## src/rtl/uart_tx_defs.sv

```systemverilog
// Shared definitions for the UART TX FSM and its datapath: output-mux select codes,
// default frame width and bit-counter width.
package uart_tx_defs;

  localparam int DEFAULT_WIDTH = 8;
  localparam int CNT_W         = 4;
  localparam int MAX_WIDTH     = 15;

  typedef enum logic [2:0] {
    SEL_IDLE  = 3'd0,
    SEL_START = 3'd1,
    SEL_STP   = 3'd2,
    SEL_SRL   = 3'd3,
    SEL_PAR   = 3'd4
  } sel_code_e;

  // Zero padding up to MAX_WIDTH leaves the XOR reduction unchanged.
  function automatic logic parity_bit(input logic [MAX_WIDTH-1:0] data, input logic odd);
    return (^data) ^ odd;
  endfunction

endpackage

```

## src/rtl/uart_parity_calc.sv

```systemverilog
// Registered parity bit for the UART TX frame; updated only when a new byte is captured
// so later changes on the data or parity-type inputs cannot disturb a frame in flight.
module uart_parity_calc
  import uart_tx_defs::*;
#(
  parameter int WIDTH = DEFAULT_WIDTH
) (
  input  logic             clk,
  input  logic             rst,
  input  logic [WIDTH-1:0] data,
  input  logic             par_typ,
  input  logic             load,
  output logic             par
);

  always_ff @(posedge clk or negedge rst) begin
    if (!rst) begin
      par <= 1'b0;
    end else if (load) begin
      par <= parity_bit(MAX_WIDTH'(data), par_typ);
    end
  end

endmodule

```

## src/rtl/uart_tx_datapath.sv

```systemverilog
// UART TX datapath: captures the byte, shifts it out LSB-first and drives the registered
// serial line from the FSM's select code, one bit per clk.
module uart_tx_datapath
  import uart_tx_defs::*;
#(
  parameter int WIDTH = DEFAULT_WIDTH
) (
  input  logic             clk,
  input  logic             rst,
  input  logic [WIDTH-1:0] P_DATA,
  input  logic             DATA_VALID,
  input  logic             PAR_TYP,
  input  logic             serializer_load,
  input  logic [2:0]       sel_line,
  output logic             TX_OUT,
  output logic [CNT_W-1:0] counter,
  output logic             SRL_done,
  output logic             busy
);

  localparam logic [CNT_W-1:0] CNT_MAX = CNT_W'(WIDTH);

  sel_code_e        sel;
  logic             load;
  logic             par;
  logic             tx_next;
  logic [WIDTH-1:0] shreg;

  assign sel  = sel_code_e'(sel_line);
  // Idle capture is only honoured while the line is in stop/idle; nothing is queued otherwise.
  assign load = serializer_load | (DATA_VALID & (sel == SEL_STP));

  uart_parity_calc #(
    .WIDTH (WIDTH)
  ) u_parity (
    .clk     (clk),
    .rst     (rst),
    .data    (P_DATA),
    .par_typ (PAR_TYP),
    .load    (load),
    .par     (par)
  );

  // A load in the same cycle as a shift replaces the register; the mux still sends the old bit 0.
  always_ff @(posedge clk or negedge rst) begin
    if (!rst) begin
      shreg <= '0;
    end else if (load) begin
      shreg <= P_DATA;
    end else if (sel == SEL_SRL) begin
      shreg <= shreg >> 1;
    end
  end

  always_ff @(posedge clk or negedge rst) begin
    if (!rst) begin
      counter <= '0;
    end else begin
      case (sel)
        SEL_START: counter <= CNT_W'(1);
        SEL_SRL:   if (counter != CNT_MAX) counter <= counter + CNT_W'(1);
        SEL_STP:   counter <= '0;
        default:   counter <= counter;
      endcase
    end
  end

  assign SRL_done = (counter == CNT_MAX);

  always_comb begin
    tx_next = 1'b1;
    case (sel)
      SEL_START: tx_next = 1'b0;
      SEL_SRL:   tx_next = shreg[0];
      SEL_PAR:   tx_next = par;
      default:   tx_next = 1'b1;
    endcase
  end

  always_ff @(posedge clk or negedge rst) begin
    if (!rst) begin
      TX_OUT <= 1'b1;
    end else begin
      TX_OUT <= tx_next;
    end
  end

  // Unused select codes leave busy where it was, matching the hold behaviour of the counter.
  always_ff @(posedge clk or negedge rst) begin
    if (!rst) begin
      busy <= 1'b0;
    end else begin
      case (sel)
        SEL_START, SEL_SRL, SEL_PAR: busy <= 1'b1;
        SEL_STP:                     busy <= 1'b0;
        default:                     busy <= busy;
      endcase
    end
  end

endmodule

```

## config.mk

```make
export PLATFORM = sky130hd
export DESIGN_NAME = uart_tx_datapath
export DESIGN_NICKNAME = d
export VERILOG_FILES = /design/src/rtl/uart_tx_defs.sv /design/src/rtl/uart_parity_calc.sv /design/src/rtl/uart_tx_datapath.sv
export SDC_FILE = /design/constraint.sdc
export NUM_CORES = 1
export LEC_CHECK = 0
export ABC_AREA = 0
export CAP_MARGIN = 0
export CORE_MARGIN = 2
export CORE_UTILIZATION = 35
export DETAILED_ROUTE_END_ITERATION = 6
export GPL_ROUTABILITY_DRIVEN = 0
export SLEW_MARGIN = 40
export SYNTH_ARGS = -nofsm -noshare
export SYNTH_HDL_FRONTEND = slang
export SYNTH_SLANG_ARGS = --single-unit
```

## constraint.sdc

```tcl
create_clock -name clk -period 1.2 [get_ports clk]
set_input_delay 0.18 -clock clk [delete_from_list [all_inputs] [get_ports clk]]
set_output_delay 0.18 -clock clk [all_outputs]
set_load 0.01 [all_outputs]
```

==> results.ini <==
[sta]
setup_tns_ns = -0.544
final-setup-viol-count = 4
clock.fmax_ghz = 0.719
tightestPinTransition_ns = 0.292
final_hold_viol_count = 0
slew_headroom_pct = 80.5
rsz0062_at_grt = yes
fin_ws_ns = -0.192
maxSlewViolCount = 0
fin_crit_ns = 1.39
period_share_pct = 116
clock_skew_ns = 0.00688

[power]
pwr-share-comb_pct = 32.5
power.switching_mw = 0.412
p_leak_nw = 0.621
power_mw = 1.35
seq_power_share_pct = 45.2
internal_power_mw = 0.943
switching_share_pct = 30.4
max-vdd-ir-drop_mv = 0.612
p_clk_share_pct = 22.3
powerDensity_nw_per_um2 = 1060

[yosys]
synth_warnings = 0
synthDominantCellAreaShare_pct = 41.3
synth_area_um2 = 848
avgSynthCellArea_um2 = 9.75
ys_ff_latch = 15
yosysMostFrequentCell = dfrtp_1
synth_cell_types = 26
yosysTopAreaCell = dfrtp_1
synth_edf_count = 0
syn_inst = 87
yosys-top-cells-count = dfrtp_1 (14), a21oi_1 (10), nor2_1 (9), o21ai_0 (9)
synth_flop_cell = dfrtp_1
ys_async_sr_fraction_pct = 100
syn-num-nets = 105
synthTopCellsByArea = dfrtp_1 (41%), mux2i_1 (8.3%), a21oi_1 (5.9%)
yosysSeqAreaShare_pct = 44.4

[worst_hold_path]
hold_path.class = in2async

[final_layout]
antennaDiodeCount = 0
utilization_pct = 56.7
area_growth_pct = 50.6
layout-drive-gt1-share_pct = 33.3
final_nets = 145

[die]
core_um2 = 2250
die_area_um2 = 2830
io_pins = 23
die_w_um = 53.2
die_h_um = 53.2
initial_utilization_pct = 37.6
rows = 17

[drt]
drt_first_iter_violations = 9
ant_nets = 0
drc = 0
drt-vias-per-instance = 4.94
vias = 760
dr.pass1.iters = 4
routed_wl_mm = 1.90
wl_per_cell_um = 12.4

[cts]
cts_sinks = 15
worstSkewPairLatency_ns = 0.29
htreeDepth = 1
postCtsHoldBufs = 0
cts_root_buffer = clkbuf_4
cts.clk_slew.worst_paths_ns = 0.10
cts_buffers = 3
cts_tree = done
clock_path_buffers = 2

[grt]
track_usage_pct = 16.0
grt_pass1_vias = 717
antenna_found_initial = 0
grt_pass1_wl_mm = 3.19
grt_overflow = 0
grt_max_degree = 18

[critical_path]
crit_fanout = 2
path_class = reg2out
cp-end-kind = output port
cp-start-kind = flop
r2r_slack_ns = -0.15
required_ns = 1.02
worstPathArrival_ns = 1.21

[run_status]
violations = negative setup slack
status = complete, but fails checks

[place]
pre_cts_ws_ns = -0.391
hpwlAfterDp_mm = 1.40
io_buffers = 22

[job]
maxCapViolations = 0

==> layout make-up <==
| cell class | count | area [um^2] |
|---|---|---|
| clock buffer | 4 | 26.3 |
| fill | 228 | 977 |
| tap | 28 | 35.0 |
| inverter | 7 | 26.3 |
| sequential | 15 | 379 |
| multi-input combinational | 62 | 487 |
| timing repair buffer | 38 | 324 |
==> critical path: stages (launching register included) <==
cell	delay (ns)
dfrtp_2	0.42
inv_2	0.08
ha_4	0.11
and3b_1	0.18
buf_2	0.14
==> stage by stage <==
| step | instance area [um^2] | hold slack, ns | instances |
|---|---|---|---|
| final | 1280 | 0.189 | 154 |
| after global routing | 1280 | 0.213 | 154 |
| after CTS | 1240 | 0.191 | 152 |
| after detailed placement | 1210 | 0.508 | 147 |
| after global placement | 1210 | 0.494 | 147 |
| after floorplan | 876 | -0.116 | 87 |
==> per-layer routing <==
layer | GRT usage, % | share of wire, % | up-vias
met1 | 19.5 | 44 | 354
met2 | 26.7 | 48 | 24
met4 | 6.41 | 2.7 | 0
met5 | 0 | 0 | -
li1 | - | - | 376
met3 | 3.67 | 5.7 | 6
==> final timing paths <==
check                                               from                  endpoint  cells after the start
min in group clk                               P_DATA[2]      shreg[2]$_DFFE_PN0P_                      3
worst min-delay path                                 rst    counter[2]$_DFFE_PN0P_                      2
max in group asynchronous                            rst          TX_OUT$_DFF_PN1_                      2
worst max register to register    counter[0]$_DFFE_PN0P_    counter[0]$_DFFE_PN0P_                      7
worst max-delay path              counter[0]$_DFFE_PN0P_                  SRL_done                      4
worst min register to register  u_parity.par$_DFFE_PN0P_  u_parity.par$_DFFE_PN0P_                      2
==> what timing repair did <==
action,4_1_cts,5_1_grt
pin swaps,5,3
setup buffers,1,2
gates resized for setup,32,7
setup endpoints to repair,11,13
==> cell families after synthesis <==
group | count (synthesis) | synth area share (%)
flip-flops | 15 | 44.4
AO/OA/AOI/OAI | 25 | 17.6
AND/OR/NAND/NOR | 21 | 12.5
adder cells (fa/ha/maj) | 2 | 2.95
buffers and inverters | 10 | 5.46
multiplexers | 7 | 8.26
XOR/XNOR | 7 | 8.85
==> flip-flops by register name, indices dropped and copies added, names as in the netlist <==
| signal | flops |
|---|---|
| shreg | 8 |
| counter | 4 |
| TX_OUT | 1 |
| busy | 1 |
| u_parity.par | 1 |
==> power by group through the flow <==
stage          logic (mW)  registers (mW)  clock network [mW]
2_1_floorplan       0.199           0.639                   0
3_3_place_gp        0.422           0.620                   0
3_5_place_dp        0.425           0.622                   0
4_1_cts             0.423           0.612               0.312
5_1_grt             0.492           0.620               0.324
6_report            0.441           0.613               0.302
==> layout by cell type (no fill, tap or decap), types with 2 or more instances in the layout <==
master and count:
a21oi_1 10, a22oi_2 2, buf_2 6, buf_4 15, clkbuf_4 3, clkdlybuf4s50_1 11
dfrtp_1 12, dfrtp_2 2, dlygate4sd2_1 3, dlymetal6s2s_1 2, inv_1 5, inv_2 2
mux2i_1 7, nand2_1 3, nand3_1 3, nor2_1 6, nor2_2 3, o21ai_0 6
o21ai_1 3, xnor2_1 3, xor2_1 2
No activity file was read; power rests on OpenSTA's default activity.
